===== src/rtl/div_sched_pkg.sv =====
// Shared state encodings, geometry defaults and width helper for the divider scratch scheduler.
package div_sched_pkg;

  typedef logic [2:0] state_t;

  localparam state_t S_IDLE      = 3'd0;
  localparam state_t S_RD_ISSUE  = 3'd1;
  localparam state_t S_RD_WAIT   = 3'd2;
  localparam state_t S_DIV_START = 3'd3;
  localparam state_t S_DIV_WAIT  = 3'd4;
  localparam state_t S_WR_ISSUE  = 3'd5;
  localparam state_t S_WR_GAP    = 3'd6;
  localparam state_t S_DONE      = 3'd7;

  localparam int DEF_ADDR_W      = 16;
  localparam int DEF_NUM_DIV     = 8;
  localparam int DEF_NUM_LINES   = 64;
  localparam int DEF_LPB         = 2;
  localparam int DEF_RD_BASE     = 64;
  localparam int DEF_WT_BASE     = 128;
  localparam int DEF_RD_LAT      = 2;
  localparam int DEF_WT_GAP      = 2;
  localparam int DEF_TIMEOUT_CYC = 1024;

  // ceil(log2(n)), never below 1 so single-entry fields keep a legal width
  function automatic int clog2_min1(input int n);
    int r;
    r = 0;
    while ((1 << r) < n) r = r + 1;
    if (r == 0) r = 1;
    return r;
  endfunction

endpackage


===== src/rtl/div_rd_valid_pipe.sv =====
// Delays {read strobe, line slot} by RD_LAT cycles to mark returning scratch data; latency RD_LAT.
// No backpressure: shifts every cycle, reset flushes all in-flight entries.
module div_rd_valid_pipe #(
  parameter int RD_LAT = 2,
  parameter int IDX_W  = 1
) (
  input  logic             clk,
  input  logic             reset,
  input  logic             issue_en,
  input  logic [IDX_W-1:0] issue_idx,
  output logic             data_rdy,
  output logic [IDX_W-1:0] data_idx
);

  logic [RD_LAT-1:0] vld_sr;
  logic [IDX_W-1:0]  idx_sr [RD_LAT];

  always_ff @(posedge clk) begin
    if (reset) begin
      vld_sr <= '0;
      for (int i = 0; i < RD_LAT; i++) idx_sr[i] <= '0;
    end else begin
      vld_sr[0] <= issue_en;
      idx_sr[0] <= issue_idx;
      for (int i = 1; i < RD_LAT; i++) begin
        vld_sr[i] <= vld_sr[i-1];
        idx_sr[i] <= idx_sr[i-1];
      end
    end
  end

  assign data_rdy = vld_sr[RD_LAT-1];
  assign data_idx = idx_sr[RD_LAT-1];

endmodule


===== src/rtl/div_sched_mem_ctrl.sv =====
// Batch scheduler: read LPB lines, run dividers, write LPB lines, repeat; first rd_en 1 cycle after start.
// No backpressure on memory; waits on div_done. Optional watchdog under DIV_TIMEOUT_EN.
module div_sched_mem_ctrl
  import div_sched_pkg::*;
#(
  parameter int ADDR_W          = DEF_ADDR_W,
  parameter int NUM_DIV         = DEF_NUM_DIV,
  parameter int NUM_LINES       = DEF_NUM_LINES,
  parameter int LINES_PER_BATCH = DEF_LPB,
  parameter int RD_BASE         = DEF_RD_BASE,
  parameter int WT_BASE         = DEF_WT_BASE,
  parameter int RD_LAT          = DEF_RD_LAT,
  parameter int WT_GAP          = DEF_WT_GAP,
  parameter int TIMEOUT_CYC     = DEF_TIMEOUT_CYC
) (
  input  logic                                       clk,
  input  logic                                       reset,
  input  logic                                       start,
  input  logic [NUM_DIV-1:0]                         div_done,
  output logic                                       rd_en,
  output logic [ADDR_W-1:0]                          rd_addr,
  output logic                                       rd_data_rdy,
  output logic [clog2_min1(LINES_PER_BATCH)-1:0]     rd_idx,
  output logic                                       div_start,
  output logic                                       wt_en,
  output logic [ADDR_W-1:0]                          wt_addr,
  output logic [clog2_min1(LINES_PER_BATCH)-1:0]     wt_idx,
  output logic                                       busy,
  output logic                                       done,
  output logic                                       err
);

  localparam int IDX_W     = clog2_min1(LINES_PER_BATCH);
  localparam int CNT_W     = IDX_W + 1;
  localparam int NUM_BATCH = NUM_LINES / LINES_PER_BATCH;
  localparam int BAT_W     = clog2_min1(NUM_BATCH) + 1;

  localparam logic [CNT_W-1:0]  LPB_C      = CNT_W'(LINES_PER_BATCH);
  localparam logic [CNT_W-1:0]  LAST_SLOT  = CNT_W'(LINES_PER_BATCH - 1);
  localparam logic [BAT_W-1:0]  LAST_BATCH = BAT_W'(NUM_BATCH - 1);
  localparam logic [3:0]        GAP_LAST   = 4'((WT_GAP == 0) ? 0 : WT_GAP - 1);
  localparam logic [ADDR_W-1:0] RD_BASE_A  = ADDR_W'(RD_BASE);
  localparam logic [ADDR_W-1:0] WT_BASE_A  = ADDR_W'(WT_BASE);

  state_t             state, nxt, after_wr;
  logic [CNT_W-1:0]   rd_cnt, wt_cnt;
  logic [BAT_W-1:0]   batch_cnt;
  logic [3:0]         gap_cnt;
  logic [NUM_DIV-1:0] done_seen;
  logic               all_done, last_wr, timeout;

  // Lanes finishing in the current cycle count immediately
  assign all_done = &(done_seen | div_done);
  assign wt_idx   = wt_cnt[IDX_W-1:0];

`ifdef DIV_TIMEOUT_EN
  localparam int TO_W = clog2_min1(TIMEOUT_CYC) + 1;
  logic [TO_W-1:0] to_cnt;
  logic            err_q;

  assign timeout = (to_cnt == TO_W'(TIMEOUT_CYC - 1));
  assign err     = err_q;

  always_ff @(posedge clk) begin
    if (reset) begin
      to_cnt <= '0;
      err_q  <= 1'b0;
    end else begin
      to_cnt <= (state == S_DIV_WAIT) ? to_cnt + TO_W'(1) : '0;
      if (state == S_IDLE && start)
        err_q <= 1'b0;
      else if (state == S_DIV_WAIT && !all_done && timeout)
        err_q <= 1'b1;
    end
  end
`else
  assign timeout = 1'b0;
  assign err     = 1'b0;
`endif

  always_comb begin
    // wt_cnt is bumped as each write leaves WR_ISSUE, so the gap sees the post-write count
    last_wr  = (state == S_WR_ISSUE) ? (wt_cnt == LAST_SLOT) : (wt_cnt == LPB_C);
    after_wr = S_WR_ISSUE;
    if (last_wr) after_wr = (batch_cnt == LAST_BATCH) ? S_DONE : S_RD_ISSUE;
    nxt = state;
    case (state)
      S_IDLE:      if (start) nxt = S_RD_ISSUE;
      S_RD_ISSUE:  if (rd_cnt == LAST_SLOT) nxt = S_RD_WAIT;
      S_RD_WAIT:   if (rd_data_rdy && ({1'b0, rd_idx} == LAST_SLOT)) nxt = S_DIV_START;
      S_DIV_START: nxt = S_DIV_WAIT;
      S_DIV_WAIT:  if (all_done) nxt = S_WR_ISSUE;
                   else if (timeout) nxt = S_DONE;
      S_WR_ISSUE:  nxt = (WT_GAP != 0) ? S_WR_GAP : after_wr;
      S_WR_GAP:    if (gap_cnt == GAP_LAST) nxt = after_wr;
      S_DONE:      nxt = S_IDLE;
      default:     nxt = S_IDLE;
    endcase
  end

  always_ff @(posedge clk) begin
    if (reset) begin
      state     <= S_IDLE;
      rd_en     <= 1'b0;
      div_start <= 1'b0;
      wt_en     <= 1'b0;
      busy      <= 1'b0;
      done      <= 1'b0;
      rd_addr   <= RD_BASE_A;
      wt_addr   <= WT_BASE_A;
      rd_cnt    <= '0;
      wt_cnt    <= '0;
      batch_cnt <= '0;
      gap_cnt   <= '0;
      done_seen <= '0;
    end else begin
      state     <= nxt;
      rd_en     <= (nxt == S_RD_ISSUE);
      div_start <= (nxt == S_DIV_START);
      wt_en     <= (nxt == S_WR_ISSUE);
      done      <= (nxt == S_DONE);
      busy      <= (nxt != S_IDLE);
      case (state)
        S_IDLE: if (start) begin
          rd_addr   <= RD_BASE_A;
          wt_addr   <= WT_BASE_A;
          rd_cnt    <= '0;
          wt_cnt    <= '0;
          batch_cnt <= '0;
        end
        S_RD_ISSUE: begin
          rd_addr <= rd_addr + ADDR_W'(1);
          rd_cnt  <= rd_cnt + CNT_W'(1);
        end
        S_DIV_START: begin
          done_seen <= '0;
          rd_cnt    <= '0;
          wt_cnt    <= '0;
        end
        S_DIV_WAIT: done_seen <= done_seen | div_done;
        S_WR_ISSUE: begin
          wt_addr <= wt_addr + ADDR_W'(1);
          wt_cnt  <= wt_cnt + CNT_W'(1);
          gap_cnt <= '0;
        end
        S_WR_GAP: gap_cnt <= gap_cnt + 4'd1;
        default: ;
      endcase
      if ((state == S_WR_ISSUE || state == S_WR_GAP) && nxt == S_RD_ISSUE)
        batch_cnt <= batch_cnt + BAT_W'(1);
    end
  end

  div_rd_valid_pipe #(
    .RD_LAT (RD_LAT),
    .IDX_W  (IDX_W)
  ) u_rd_pipe (
    .clk       (clk),
    .reset     (reset),
    .issue_en  (rd_en),
    .issue_idx (rd_cnt[IDX_W-1:0]),
    .data_rdy  (rd_data_rdy),
    .data_idx  (rd_idx)
  );

endmodule

===== config.mk =====
export PLATFORM = sky130hd
export DESIGN_NAME = div_sched_mem_ctrl
export DESIGN_NICKNAME = d
export VERILOG_FILES = /design/src/rtl/div_sched_pkg.sv /design/src/rtl/div_rd_valid_pipe.sv /design/src/rtl/div_sched_mem_ctrl.sv
export SDC_FILE = /design/constraint.sdc
export NUM_CORES = 1
export LEC_CHECK = 0
export BUFFER_PORTS_ARGS = -buffer_cell sky130_fd_sc_hd__buf_2
export CAP_MARGIN = 5
export CORE_MARGIN = 2
export CORE_UTILIZATION = 56
export CTS_CLUSTER_DIAMETER = 50
export CTS_CLUSTER_SIZE = 14
export DETAILED_ROUTE_END_ITERATION = 8
export PLACE_DENSITY = 0.79
export SLEW_MARGIN = 40
export SYNTH_ARGS = -nofsm -noshare
export SYNTH_HDL_FRONTEND = slang
export SYNTH_HIERARCHICAL = 1
export SYNTH_SLANG_ARGS = --single-unit

===== constraint.sdc =====
create_clock -name clk -period 2.3 [get_ports clk]
set_input_delay 0.23 -clock clk [delete_from_list [all_inputs] [get_ports clk]]
set_output_delay 0.23 -clock clk [all_outputs]
set_load 0.03 [all_outputs]

== Yosys cells after proc, flatten, opt, wreduce, memory -nomap -nowiden ==
Memory sizes are Yosys's and may differ from the RTL's.
Index checks and enable logic that the tools add are counted.
Cells by class
  add/sub/neg operators: 6
  equal/unequal tests: 17
  $mul: 0
  div/mod/pow operators: 0
  reduce and logical (&&, ||, !) cells: 19
  bitwise logic cells: 3
  $lt $le $gt $ge: 0
  multiplexer cells: 26
  shift-type cells: 0
Operators by type and width (number)
  16-bit case mux with 2 select lines: 2
  16-bit by 1-bit adder with 16-bit output, second input constant: 2
  16-bit two-way mux: 2
  3-bit case mux with 8 select lines: 1
  3-bit two-way mux: 7
  3-bit == test, second input constant: 6
  6-bit two-way mux: 3
  8-bit case mux with 2 select lines: 1
  2-bit case mux with 3 select lines: 2
  2-bit nonzero test: 6
  2-bit AND reduction: 5
  3-bit by 2-bit == test with 1-bit output, second input constant: 3
  3-bit nonzero test: 3
  8-bit bitwise OR: 1
  4-bit case mux with 2 select lines: 1
  8-bit AND reduction: 1
  6-bit by 1-bit adder with 6-bit output, second input constant: 1
  3-bit by 1-bit == test with 1-bit output, second input constant: 2
  6-bit by 5-bit == test with 1-bit output, second input constant: 1
  1-bit two-way mux: 6
  2-bit by 1-bit adder with 2-bit output, second input constant: 2
  4-bit by 1-bit adder with 4-bit output, second input constant: 1
  2-bit by 1-bit == test with 1-bit output, second input constant: 2
  4-bit by 1-bit == test with 1-bit output, second input constant: 1
  other kinds (7): 9
Storage, ports and cells
  bits in read-only memories: 0
  memories: 1
  bits in latches: 0
  word-level logic and storage cells: 86
  bits in registers: 64
  RAM bits: 2
Memory list
  u_rd_pipe.idx_sr: words 2, width 1, read ports 2, clocked after memory_dff 0, wr ports 2, line div_rd_valid_pipe.sv:16  | logic [IDX_W-1:0] idx_sr [RD_LAT];

== Logic depth before layout (Yosys ltp) ==
Gate-level depths: netlist of the first run.
  depth in word-level cells: 9
  gate-level depth with buffers: 11
  depth with buffers taken out: 8

== By module ==
Netlist of the first run, hierarchy kept.
Modules (own cells, without submodules)
  div_sched_mem_ctrl: cells each 384, seq. area each 1241.2 um2, area each 3115.5 um2, times used 1
  div_rd_valid_pipe: cells each 8, seq. area each 80.1 um2, area each 105.1 um2, times used 1

== Worst setup path after synthesis of the first run ==
Ideal clock, no wire load.
  kind: register to register
  start point: reg state[2]
  end point: reg batch_cnt[2]
  setup slack: 0.220 ns
  clock period less this slack: 2.080 ns
  library setup time: 0.086 ns
  arrival time: 1.994 ns
  cell stages (with the launch flop): 12
  data required time: 2.214 ns
  path through: dfxtp_1 > buf_4 > nand3b_1 > inv_1 > clkbuf_1 > ha_1 > nand2b_1 > mux2i_1 > and3_1 > buf_2 > a21oi_1 > a211oi_1
On the way
  word-level cells in the longest chain between the ends: 9
  elaborated cells on any way between the ends: 23
  classes of those cells: eq/ne (8); mux (9); reduce/logical (6)
RTL lines
  start: declaration: line div_sched_mem_ctrl.sv:45  | state_t state, nxt, after_wr;
  start signal: assignment: line div_sched_mem_ctrl.sv:117  | state <= nxt;
  3-bit == test: line div_sched_mem_ctrl.sv:83, div_sched_mem_ctrl.sv:87, div_sched_mem_ctrl.sv:149
  1-bit two-way mux: line div_sched_mem_ctrl.sv:83  | last_wr = (state == S_WR_ISSUE) ? (wt_cnt == LAST_SLOT) : (wt_cnt == LPB_C);
  3-bit two-way mux: line div_sched_mem_ctrl.sv:85  | if (last_wr) after_wr = (batch_cnt == LAST_BATCH) ? S_DONE : S_RD_ISSUE;
  3-bit two-way mux: line div_sched_mem_ctrl.sv:95  | S_WR_GAP: if (gap_cnt == GAP_LAST) nxt = after_wr;
  3-bit case mux with 8 select lines: line div_sched_mem_ctrl.sv:87  | case (state)
  3-bit by 1-bit == test with 1-bit output: line div_sched_mem_ctrl.sv:149  | if ((state == S_WR_ISSUE || state == S_WR_GAP) && nxt == S_RD_ISSUE)
  1-bit logical AND: line div_sched_mem_ctrl.sv:149
  2-bit nonzero test (no line)
  2-bit AND reduction (no line)
  end signal: assignment: line div_sched_mem_ctrl.sv:150  | batch_cnt <= batch_cnt + BAT_W'(1);
  end: declaration: line div_sched_mem_ctrl.sv:47  | logic [BAT_W-1:0] batch_cnt;
Several ways; a longest one is shown, not always the timed one.
A chain may end at the register's enable or synchronous reset.

== Worst setup path in the final report of the first run ==
  start point: reg batch_cnt[0]
  end point: reg batch_cnt[2]
On the way
  word-level cells in the longest chain between the ends: 9
  elaborated cells on any way between the ends: 12
  classes of those cells: add/sub (1); eq/ne (2); mux (5); reduce/logical (4)
RTL lines (line)
  6-bit by 5-bit == test with 1-bit output: div_sched_mem_ctrl.sv:85
  3-bit two-way mux (2 in a row): div_sched_mem_ctrl.sv:85
  3-bit two-way mux: div_sched_mem_ctrl.sv:95
  3-bit case mux with 8 select lines: div_sched_mem_ctrl.sv:87
  3-bit by 1-bit == test with 1-bit output: div_sched_mem_ctrl.sv:149
  1-bit logical AND: div_sched_mem_ctrl.sv:149
  2-bit nonzero test (no line)
  2-bit AND reduction (no line)
Several ways; a longest one is shown, not always the timed one.

==> Flow_metrics.wiki, run 1 <==
{| class="wikitable"
! Metric !! Value
|-
| Number of buffers created by CTS || 9
|-
| Number of failing setup endpoints in the final timing report || 0
|-
| Accumulated negative setup slack || 0 ns
|-
| Area taken by flip-flops and latches || 1320 um^2
|-
| Clock latency reported for the late side of the worst-skew pair || 0.34 ns
|-
| Relative slew slack || 0.595
|-
| Fmax || 0.501 GHz
|-
| Total power divided by cell area || 737 nW/um^2
|-
| Hold crit path type || in -> reg
|-
| Average cell area after synthesis || 8.22 um^2
|-
| Routed wire length || 7270 um
|-
| Length of the first detailed-routing pass in iterations || 4
|-
| Sequential-to-total area share from yosys stat || 0.410
|-
| Synth Flop Type || sky130_fd_sc_hd__dfxtp_1
|-
| Via count of the first global-routing pass || 2725
|-
| Root buffer selected by CTS || sky130_fd_sc_hd__clkbuf_8
|-
| Fraction of final layout cells with drive strength greater than 1 || 0.217
|-
| Critical path start-end classification || reg -> reg
|-
| Final weighted congestion in routability-driven placement || 0.845
|-
| Post-CTS Setup Inserts || 0
|-
| Post-route cell area || 3760 um^2
|-
| Number of enable flip-flop cells after synthesis || 0
|-
| Setup repair after global routing missed its margin || false
|-
| Total congestion overflow after global routing || 0
|-
| Type of element launching the critical path || register
|-
| Clock Skew || 0.00875 ns
|-
| Total core area || 5540 um^2
|-
| Routed wirelength normalized by instance count || 14.0 um
|-
| Vias per cell || 5.90
|-
| Clock-pin slew reported for the worst setup and hold paths after clock tree synthesis || 0.07 ns
|-
| Required time at the worst-slack endpoint || 2.56 ns
|-
| Top Ports || 52
|-
| Most frequent cells in the layout || 66 x sky130_fd_sc_hd__dfxtp_1, 53 x sky130_fd_sc_hd__nor2_1, 50 x sky130_fd_sc_hd__buf_2, 35 x sky130_fd_sc_hd__nand2_1, 30 x sky130_fd_sc_hd__a21oi_1
|-
| Number of cells in the design after placement || 503
|-
| CTS-repair resized insts || 0
|-
| Wire length of the first global-routing pass || 12000 um
|-
| Max-cap violation count || 0
|-
| Footprint of the multi-input gates || 1780 um^2
|-
| Largest net degree at the start of global routing || 40
|-
| Post-detailed-route count of antenna-violating nets || 0
|-
| Site row count || 27
|-
| Post-Route Utilization || 0.680
|-
| Actual slew at the worst max-slew pin || 0.606 ns
|-
| Gate count of the mapped netlist || 392
|-
| Height of the chip || 79.8 um
|-
| Total power || 2.77 mW
|-
| Global Route Usage Sum || 0.238
|-
| Layout net count || 460
|-
| Most common cell after layout, fill and taps aside || sky130_fd_sc_hd__dfxtp_1
|-
| Run status || complete, no violations
|-
| Combined area of all synthesized cells || 3220 um^2
|-
| Final critical-path required period || 2.00 ns
|-
| Floorplan die area || 6370 um^2
|-
| Initial Util || 0.581
|-
| Portion of the clock cycle consumed by the worst path in the final layout || 0.867
|-
| Endpoint class of the critical path || register
|-
| Initial drt markers || 178
|-
| Max H-tree Level || 3
|-
| Worst vdd ir || 0.000610 V
|-
| Post-CTS Hold Buffers || 0
|-
| Die boundary width || 79.8 um
|-
| DRC Markers || 0
|-
| Arr. time, crit path || 2.25 ns
|-
| # port buffers || 50
|-
| FILL cells || 484
|-
| Number of failing hold endpoints at the final stage || 0
|-
| CTS tree || built
|-
| Highest fanout seen on the critical path || 5
|-
| Synthesized flop and latch total || 66
|-
| Number of vias after detailed routing || 3060
|-
| Clock Path Buffers || 2
|-
| Total nets after synthesis || 410
|-
| Area Growth Syn to Fin || 16.9%
|-
| Number of antenna violations at the first check in global routing || 0
|-
| Count of non-filler cells in the finished layout || 519
|-
| FFs w/ async S/R, synth || 0
|-
| Synth warnings || 6
|-
| Total count of max-transition violations in the final report || 0
|-
| Antenna diode instance count || 0
|-
| Dpl cell area || 3550 um^2
|-
| Clock tree sinks || 66
|-
| Standby leakage power || 1.56 nW
|-
| Library cells used by synthesis || 49
|-
| Half-perimeter wire length of the detailed placement result || 4890 um
|}
synth_stat cells (7+ instances only):
cell type                   n  area, um^2
sky130_fd_sc_hd__dfxtp_1   66        1320
sky130_fd_sc_hd__nor2_1    53         199
sky130_fd_sc_hd__nand2_1   35         131
sky130_fd_sc_hd__a21oi_1   30         150
sky130_fd_sc_hd__nand3_1   23         115
sky130_fd_sc_hd__clkbuf_1  17        63.8
sky130_fd_sc_hd__nand4_1   11        68.8
sky130_fd_sc_hd__o21ai_0   11        55.1
sky130_fd_sc_hd__a21o_1    10        75.1
sky130_fd_sc_hd__a22oi_1   10        75.1
sky130_fd_sc_hd__and3_1    10        62.6
sky130_fd_sc_hd__mux2_2     9         101
sky130_fd_sc_hd__nor2b_1    8        50.1
sky130_fd_sc_hd__a31oi_1    7        43.8
sky130_fd_sc_hd__ha_1       7        87.6
sky130_fd_sc_hd__inv_1      7        26.3
sky130_fd_sc_hd__mux2i_1    7        70.1
sky130_fd_sc_hd__nand2b_1   7        43.8
worst max-delay path, cell delays in order (launching register included):
cell and delay, ns:
sky130_fd_sc_hd__dfxtp_1 0.37, sky130_fd_sc_hd__ha_1 0.20, sky130_fd_sc_hd__nand3_1 0.13, sky130_fd_sc_hd__or3b_1 0.43, sky130_fd_sc_hd__a31oi_1 0.43, sky130_fd_sc_hd__a21oi_1 0.09, sky130_fd_sc_hd__a211oi_1 0.25
metrics by stage:
step,setup slack [ns],hold WS (ns)
2_1_floorplan,0.220,0.302
3_3_place_gp,0.442,0.426
3_5_place_dp,0.310,0.428
4_1_cts,0.301,0.224
5_1_grt,0.134,0.243
6_report,0.305,0.229
final timing paths:
check	start	endpoint	slack, ns	depth (start not counted)
min reg2reg	u_rd_pipe/idx_sr[0][0]	u_rd_pipe/idx_sr[0][1]	0.44	1
max	batch_cnt[0]	batch_cnt[2]	0.30	6
min	start	state[0]	0.23	3
max reg2reg	batch_cnt[0]	batch_cnt[2]	0.30	6
registers in the layout (all words and copies together), names as in the netlist, 3 cells and up:
| register | flops |
|---|---|
| rd_addr | 16 |
| wt_addr | 16 |
| done_seen | 8 |
| batch_cnt | 6 |
| gap_cnt | 4 |
| state | 3 |
power by group:
part	total [mW]	switching (mW)	internal, mW
Sequential	1.22	0.0286	1.19
Clock	1.07	0.438	0.632
Combinational	0.483	0.305	0.179
final cells by class:
class | count | share of cell area
clock buffer | 10 | 0.0366
clock inverter | 6 | 0.0213
inverter | 7 | 0.00698
multi-input combinational | 297 | 0.472
sequential | 66 | 0.351
tap | 72 | 0.0239
timing repair buffer | 61 | 0.0884
metal layers:
layer	routed length [um]	part of all wire	global-route usage	vias to the layer above
li1	-	-	-	1504
met1	3180	0.44	0.296	1447
met2	3550	0.49	0.406	100
met3	456	0.063	0.0407	9
met4	86	0.012	0.102	0
met5	0	0	0	-
kinds of logic after synthesis:
group,Yosys count,share of synthesized area
other,1,0.00116
DFF,66,0.410
adders and majority gates,7,0.0272
muxes,16,0.0532
buffers and inverters,29,0.0381
and+or+nand+nor,186,0.301
AOI/OAI and AO/OA,87,0.169
(Power assumes the default switching activity.)
==> run 2: changes to the inputs <==
--- a/config.mk
+++ b/config.mk
@@ -7,7 +7,7 @@
 export LEC_CHECK = 0
 export BUFFER_PORTS_ARGS = -buffer_cell sky130_fd_sc_hd__buf_2
 export CAP_MARGIN = 5
-export CORE_MARGIN = 2
+export CORE_MARGIN = 1.5
 export CORE_UTILIZATION = 56
 export CTS_CLUSTER_DIAMETER = 50
 export CTS_CLUSTER_SIZE = 14
==> Flow_metrics.wiki, run 2 (same netlist as run 1, synthesis figures left out) <==
{| class="wikitable"
! Metric !! Value
|-
| Run status || complete, no violations
|-
| Total congestion overflow after global routing || 0
|-
| Series of cell instances along the critical path || nand3b_1 > inv_1 > ha_1 > nand2b_1 > mux2i_1 > and3_1 > a21oi_1 > a211oi_1
|-
| Total count of max-transition violations in the final report || 0
|-
| Crit Reg-Reg Endpoint || batch_cnt[2]
|-
| Number of buffers created by CTS || 9
|-
| Initial drt markers || 129
|-
| Floorplan die area || 6210 um^2
|-
| Fmax || 0.494 GHz
|-
| Accumulated negative setup slack || 0 ns
|-
| Total power divided by cell area || 683 nW/um^2
|-
| Worst Path Buf+Inv || 1
|-
| Final weighted congestion in routability-driven placement || 0.799
|-
| Site row count || 27
|-
| Worst vdd ir || 0.000498 V
|-
| Post-detailed-route count of antenna-violating nets || 0
|-
| FILL cells || 490
|-
| Arr. time, crit path || 2.29 ns
|-
| Clock latency reported for the late side of the worst-skew pair || 0.34 ns
|-
| Source of the worst hold timing path || div_done[4]
|-
| Critical-path cell with the highest stage delay || sky130_fd_sc_hd__and3_1
|-
| Global Route Usage Sum || 0.236
|-
| Reg2reg start || state[1]
|-
| Footprint of the multi-input gates || 1780 um^2
|-
| Area taken by flip-flops and latches || 1320 um^2
|-
| Depth of the worst hold-timing path || 4
|-
| # port buffers || 50
|-
| Initial Util || 0.581
|-
| Required time at the worst-slack endpoint || 2.57 ns
|-
| Post-CTS Setup Inserts || 0
|-
| CTS tree || built
|-
| Length in cells of the worst reg-to-reg path || 8
|-
| Clock Skew || 0.0110 ns
|-
| Type of element launching the critical path || register
|-
| CTS-repair resized insts || 0
|-
| Endpoint class of the critical path || register
|-
| Number of failing setup endpoints in the final timing report || 0
|-
| Setup repair after global routing missed its margin || false
|-
| Layout net count || 461
|-
| Hold-critical path endpoint || done_seen[4]
|-
| Hold crit path type || in -> reg
|-
| Portion of the clock cycle consumed by the worst path in the final layout || 0.880
|-
| Largest registers ranked by flip-flop count || rd_addr: 16 flops, wt_addr: 16 flops, done_seen: 8 flops
|-
| Total core area || 5540 um^2
|-
| Critical path start-end classification || reg -> reg
|-
| Minimum setup slack among reg-to-reg paths || 0.27 ns
|-
| Largest delay contributor family on the critical path || simple AND/OR/NAND/NOR gates
|-
| Root buffer selected by CTS || sky130_fd_sc_hd__clkbuf_8
|-
| Max-cap violation count || 0
|-
| Clock-pin slew reported for the worst setup and hold paths after clock tree synthesis || 0.07 ns
|-
| Final critical-path required period || 2.03 ns
|-
| Via count of the first global-routing pass || 2660
|-
| Crit path setup slack, layout || 0.275 ns
|-
| Wire length of the first global-routing pass || 11600 um
|-
| Fraction of final layout cells with drive strength greater than 1 || 0.215
|-
| Highest fanout seen on the critical path || 10
|-
| Routed wirelength normalized by instance count || 13.6 um
|-
| Length of the first detailed-routing pass in iterations || 6
|-
| Clock Path Buffers || 2
|-
| Max H-tree Level || 3
|-
| Number of failing hold endpoints at the final stage || 0
|-
| Most common cell after layout, fill and taps aside || sky130_fd_sc_hd__dfxtp_1
|-
| Pre-CTS setup slack || 0.265 ns
|-
| Antenna diode instance count || 0
|-
| Height of the chip || 78.8 um
|-
| Largest net degree at the start of global routing || 42
|-
| Area Growth Syn to Fin || 15.7%
|-
| Vias per cell || 5.80
|-
| Standby leakage power || 1.53 nW
|-
| Clock tree sinks || 66
|-
| Worst path max stage delay || 0.41 ns
|-
| Routed wire length || 7040 um
|-
| Post-CTS Hold Buffers || 0
|-
| Number of antenna violations at the first check in global routing || 0
|-
| Actual slew at the worst max-slew pin || 0.735 ns
|-
| Die boundary width || 78.8 um
|-
| Number of vias after detailed routing || 3008
|-
| DRC Markers || 0
|-
| Half-perimeter wire length of the detailed placement result || 4920 um
|-
| Relative slew slack || 0.510
|-
| Top Ports || 52
|-
| Most frequent cells in the layout || 66 x sky130_fd_sc_hd__dfxtp_1, 53 x sky130_fd_sc_hd__nor2_1, 50 x sky130_fd_sc_hd__buf_2, 35 x sky130_fd_sc_hd__nand2_1, 30 x sky130_fd_sc_hd__a21oi_1
|}
-- run 2: worst max path at each step --
stage          depth (start not counted)  slack [ns]  startpoint           end
3_5_place_dp                           8        0.27    state[1]  batch_cnt[2]
4_1_cts                                8        0.29    state[1]  batch_cnt[2]
3_3_place_gp                           8        0.38    state[1]  batch_cnt[2]
6_report                               8        0.27    state[1]  batch_cnt[2]
5_1_grt                                8        0.04    state[1]  batch_cnt[2]
2_1_floorplan                         11        0.22    state[2]  batch_cnt[2]
-- run 2: area by class of cell --
cell class / instances / share of cell area
clock inverter: 4 / 0.00773
tap: 72 / 0.0242
multi-input combinational: 297 / 0.477
inverter: 7 / 0.00705
clock buffer: 11 / 0.0380
timing repair buffer: 62 / 0.0914
sequential: 66 / 0.355
-- run 2: tightest hold or removal path, delay by kind of cell --
kind                   cells  cell delay, ns
AO/OA/AOI/OAI              2            0.15
buffers and inverters      1            0.09
AND/OR/NAND/NOR            1            0.08
-- run 2: power breakdown --
part	switching [mW]	internal [mW]
registers	0.0349	1.19
clock network	0.432	0.414
logic	0.292	0.178
total	0.760	1.78
-- run 2: per-layer routing --
layer / wire length (um) / track usage / vias up
met2: 3420 / 0.408 / 80
met5: 0 / 0 / -
li1: - / - / 1503
met3: 350 / 0.0655 / 8
met4: 85 / 0.0842 / 0
met1: 3190 / 0.280 / 1417
-- run 2: per-stage QoR --
stage / instances / area [um^2] / power [mW] / util / hold slack [ns]
3_3_place_gp: 504 / 3550 / 1.71 / 0.642 / 0.423
3_5_place_dp: 504 / 3550 / 1.72 / 0.642 / 0.435
2_1_floorplan: 392 / 3220 / 1.58 / - / 0.302
5_1_grt: 519 / 3720 / 2.67 / 0.672 / 0.256
4_1_cts: 519 / 3720 / 2.57 / 0.672 / 0.220
6_report: 519 / 3720 / 2.54 / 0.672 / 0.233
==> run 3: changes to the inputs <==
--- a/config.mk
+++ b/config.mk
@@ -5,7 +5,7 @@
 export SDC_FILE = /design/constraint.sdc
 export NUM_CORES = 1
 export LEC_CHECK = 0
-export BUFFER_PORTS_ARGS = -buffer_cell sky130_fd_sc_hd__buf_2
+export BUFFER_PORTS_ARGS = -buffer_cell sky130_fd_sc_hd__buf_4
 export CAP_MARGIN = 5
 export CORE_MARGIN = 1.5
 export CORE_UTILIZATION = 56
==> Flow_metrics.wiki, run 3 (same netlist as run 1, synthesis figures left out) <==
{| class="wikitable"
! Metric !! Value
|-
| Most frequent cells in the layout || 66 x sky130_fd_sc_hd__dfxtp_1, 60 x sky130_fd_sc_hd__buf_4, 53 x sky130_fd_sc_hd__nor2_1, 35 x sky130_fd_sc_hd__nand2_1, 30 x sky130_fd_sc_hd__a21oi_1
|-
| Worst vdd ir || 0.000530 V
|-
| Required time at the worst-slack endpoint || 2.54 ns
|-
| Half-perimeter wire length of the detailed placement result || 4900 um
|-
| Die boundary width || 78.8 um
|-
| Clock Path Buffers || 2
|-
| Actual slew at the worst max-slew pin || 0.628 ns
|-
| Clock tree sinks || 66
|-
| Fraction of met1 tracks used by global routing || 0.299
|-
| Routed wire length || 7240 um
|-
| Height of the chip || 78.8 um
|-
| Max H-tree Level || 3
|-
| Series of cell instances along the critical path || nand3b_1 > inv_1 > ha_1 > nand2b_1 > mux2i_1 > a31oi_1 > nor2_1 > nor4bb_1
|-
| Sw Ratio || 0.288
|-
| Type of element launching the critical path || register
|-
| Count of non-filler cells in the finished layout || 518
|-
| Number of cells in the design after placement || 502
|-
| Post-CTS Hold Buffers || 0
|-
| Via count of the first global-routing pass || 2809
|-
| Most common cell after layout, fill and taps aside || sky130_fd_sc_hd__dfxtp_1
|-
| Number of failing hold endpoints at the final stage || 0
|-
| CTS tree || built
|-
| Clock network power share || 0.343
|-
| Footprint of the multi-input gates || 1780 um^2
|-
| Critical-path cell with the highest stage delay || sky130_fd_sc_hd__nor2_1
|-
| Critical path start-end classification || reg -> reg
|-
| FILL cells || 478
|-
| Clock latency reported for the late side of the worst-skew pair || 0.34 ns
|-
| Length in cells of the worst reg-to-reg path || 8
|-
| Met3 Use GR || 0.0483
|-
| Routed wirelength normalized by instance count || 14.0 um
|-
| Max-cap violation count || 0
|-
| Initial Util || 0.581
|-
| Worst path max stage delay || 0.36 ns
|-
| Standby leakage power || 1.54 nW
|-
| Floorplan die area || 6210 um^2
|-
| Worst Hold Margin || 0.214 ns
|-
| Run status || complete, no violations
|-
| Wire length of the first global-routing pass || 12200 um
|-
| Largest net degree at the start of global routing || 63
|-
| Layout net count || 459
|-
| Total power || 2.62 mW
|-
| Total power divided by cell area || 680 nW/um^2
|-
| Root buffer selected by CTS || sky130_fd_sc_hd__clkbuf_8
|-
| # port buffers || 50
|-
| Relative slew slack || 0.581
|-
| Number of failing setup endpoints in the final timing report || 0
|-
| Area taken by flip-flops and latches || 1320 um^2
|-
| Global Route Usage Sum || 0.247
|-
| DRC Markers || 0
|-
| Top Ports || 52
|-
| Sw power || 0.753 mW
|-
| Clock Skew || 0.00772 ns
|-
| Antenna diode instance count || 0
|-
| Peak-usage layer in the global routing report || met2
|-
| Initial drt markers || 107
|-
| Cell-internal power || 1.86 mW
|-
| Accumulated negative setup slack || 0 ns
|-
| Reg power frac || 0.467
|-
| Largest registers ranked by flip-flop count || rd_addr: 16 flops, wt_addr: 16 flops, done_seen: 8 flops
|-
| Arr. time, crit path || 2.20 ns
|-
| Number of vias after detailed routing || 3004
|-
| Post-Route Utilization || 0.694
|-
| Hold crit path type || in -> reg
|-
| Setup repair after global routing missed its margin || false
|-
| Total count of max-transition violations in the final report || 0
|-
| Post-CTS Setup Inserts || 0
|-
| Total congestion overflow after global routing || 0
|-
| Site row count || 27
|-
| CTS-repair resized insts || 0
|-
| Portion of the clock cycle consumed by the worst path in the final layout || 0.854
|-
| Fmax || 0.509 GHz
|-
| Post-detailed-route count of antenna-violating nets || 0
|-
| Clock-pin slew reported for the worst setup and hold paths after clock tree synthesis || 0.07 ns
|-
| Endpoint class of the critical path || register
|-
| Vias per cell || 5.80
|-
| Depth of the worst hold-timing path || 3
|-
| Met2 routing resource usage after global routing || 0.422
|-
| Gate power share || 0.190
|-
| Final weighted congestion in routability-driven placement || 0.793
|-
| Highest fanout seen on the critical path || 6
|-
| Length of the first detailed-routing pass in iterations || 4
|-
| Number of antenna violations at the first check in global routing || 0
|-
| Number of buffers created by CTS || 9
|-
| Fraction of final layout cells with drive strength greater than 1 || 0.211
|-
| Total core area || 5540 um^2
|-
| Area Growth Syn to Fin || 19.5%
|-
| Final critical-path required period || 1.97 ns
|}
[run 3: cell types whose count changed in the layout (fill, tap and decap cells not counted), sizes merged]
cell / before / now
clkbuf: 11 / 14
clkinvlp: 2 / 0
buf: 62 / 60
[run 3: power by group through the flow]
stage | Combinational (mW) | Sequential, mW | Clock (mW)
2_1_floorplan | 0.294 | 1.29 | 0
3_3_place_gp | 0.485 | 1.24 | 0
3_5_place_dp | 0.495 | 1.25 | 0
4_1_cts | 0.500 | 1.22 | 0.912
5_1_grt | 0.545 | 1.23 | 0.965
6_report | 0.498 | 1.22 | 0.898
[run 3: cell type report]
class	count	share of cell area
clock buffer	14	0.0449
clock inverter	2	0.00260
inverter	7	0.00683
multi-input combinational	297	0.462
sequential	66	0.343
tap	72	0.0234
timing repair buffer	60	0.117
[run 3: routing by layer]
layer,up-vias,wire (um)
met1,1409,3260
met2,88,3440
met3,8,435
li1,1499,-
met5,-,0
met4,0,103
[run 3: worst max-delay path, delay by kind of cell (launching register included)]
kind | cells | cell delay, ns
AO/OA/AOI/OAI | 1 | 0.13
adder cells (fa/ha/maj) | 1 | 0.29
buffers and inverters | 1 | 0.06
flip-flops | 1 | 0.32
multiplexers | 1 | 0.26
AND/OR/NAND/NOR | 4 | 0.81
[run 3: stage by stage]
step | instance area (um^2) | setup WS [ns]
6_report | 3850 | 0.335
5_1_grt | 3850 | 0.128
4_1_cts | 3850 | 0.345
3_5_place_dp | 3660 | 0.359
3_3_place_gp | 3660 | 0.429
2_1_floorplan | 3220 | 0.220
[run 3: worst paths after layout]
path	slack, ns	endpoint	startpoint
max	0.33	rd_en	state[1]
max reg2reg	0.33	rd_en	state[1]
min	0.21	state[0]	start
min reg2reg	0.44	u_rd_pipe/idx_sr[0][1]	u_rd_pipe/idx_sr[0][0]
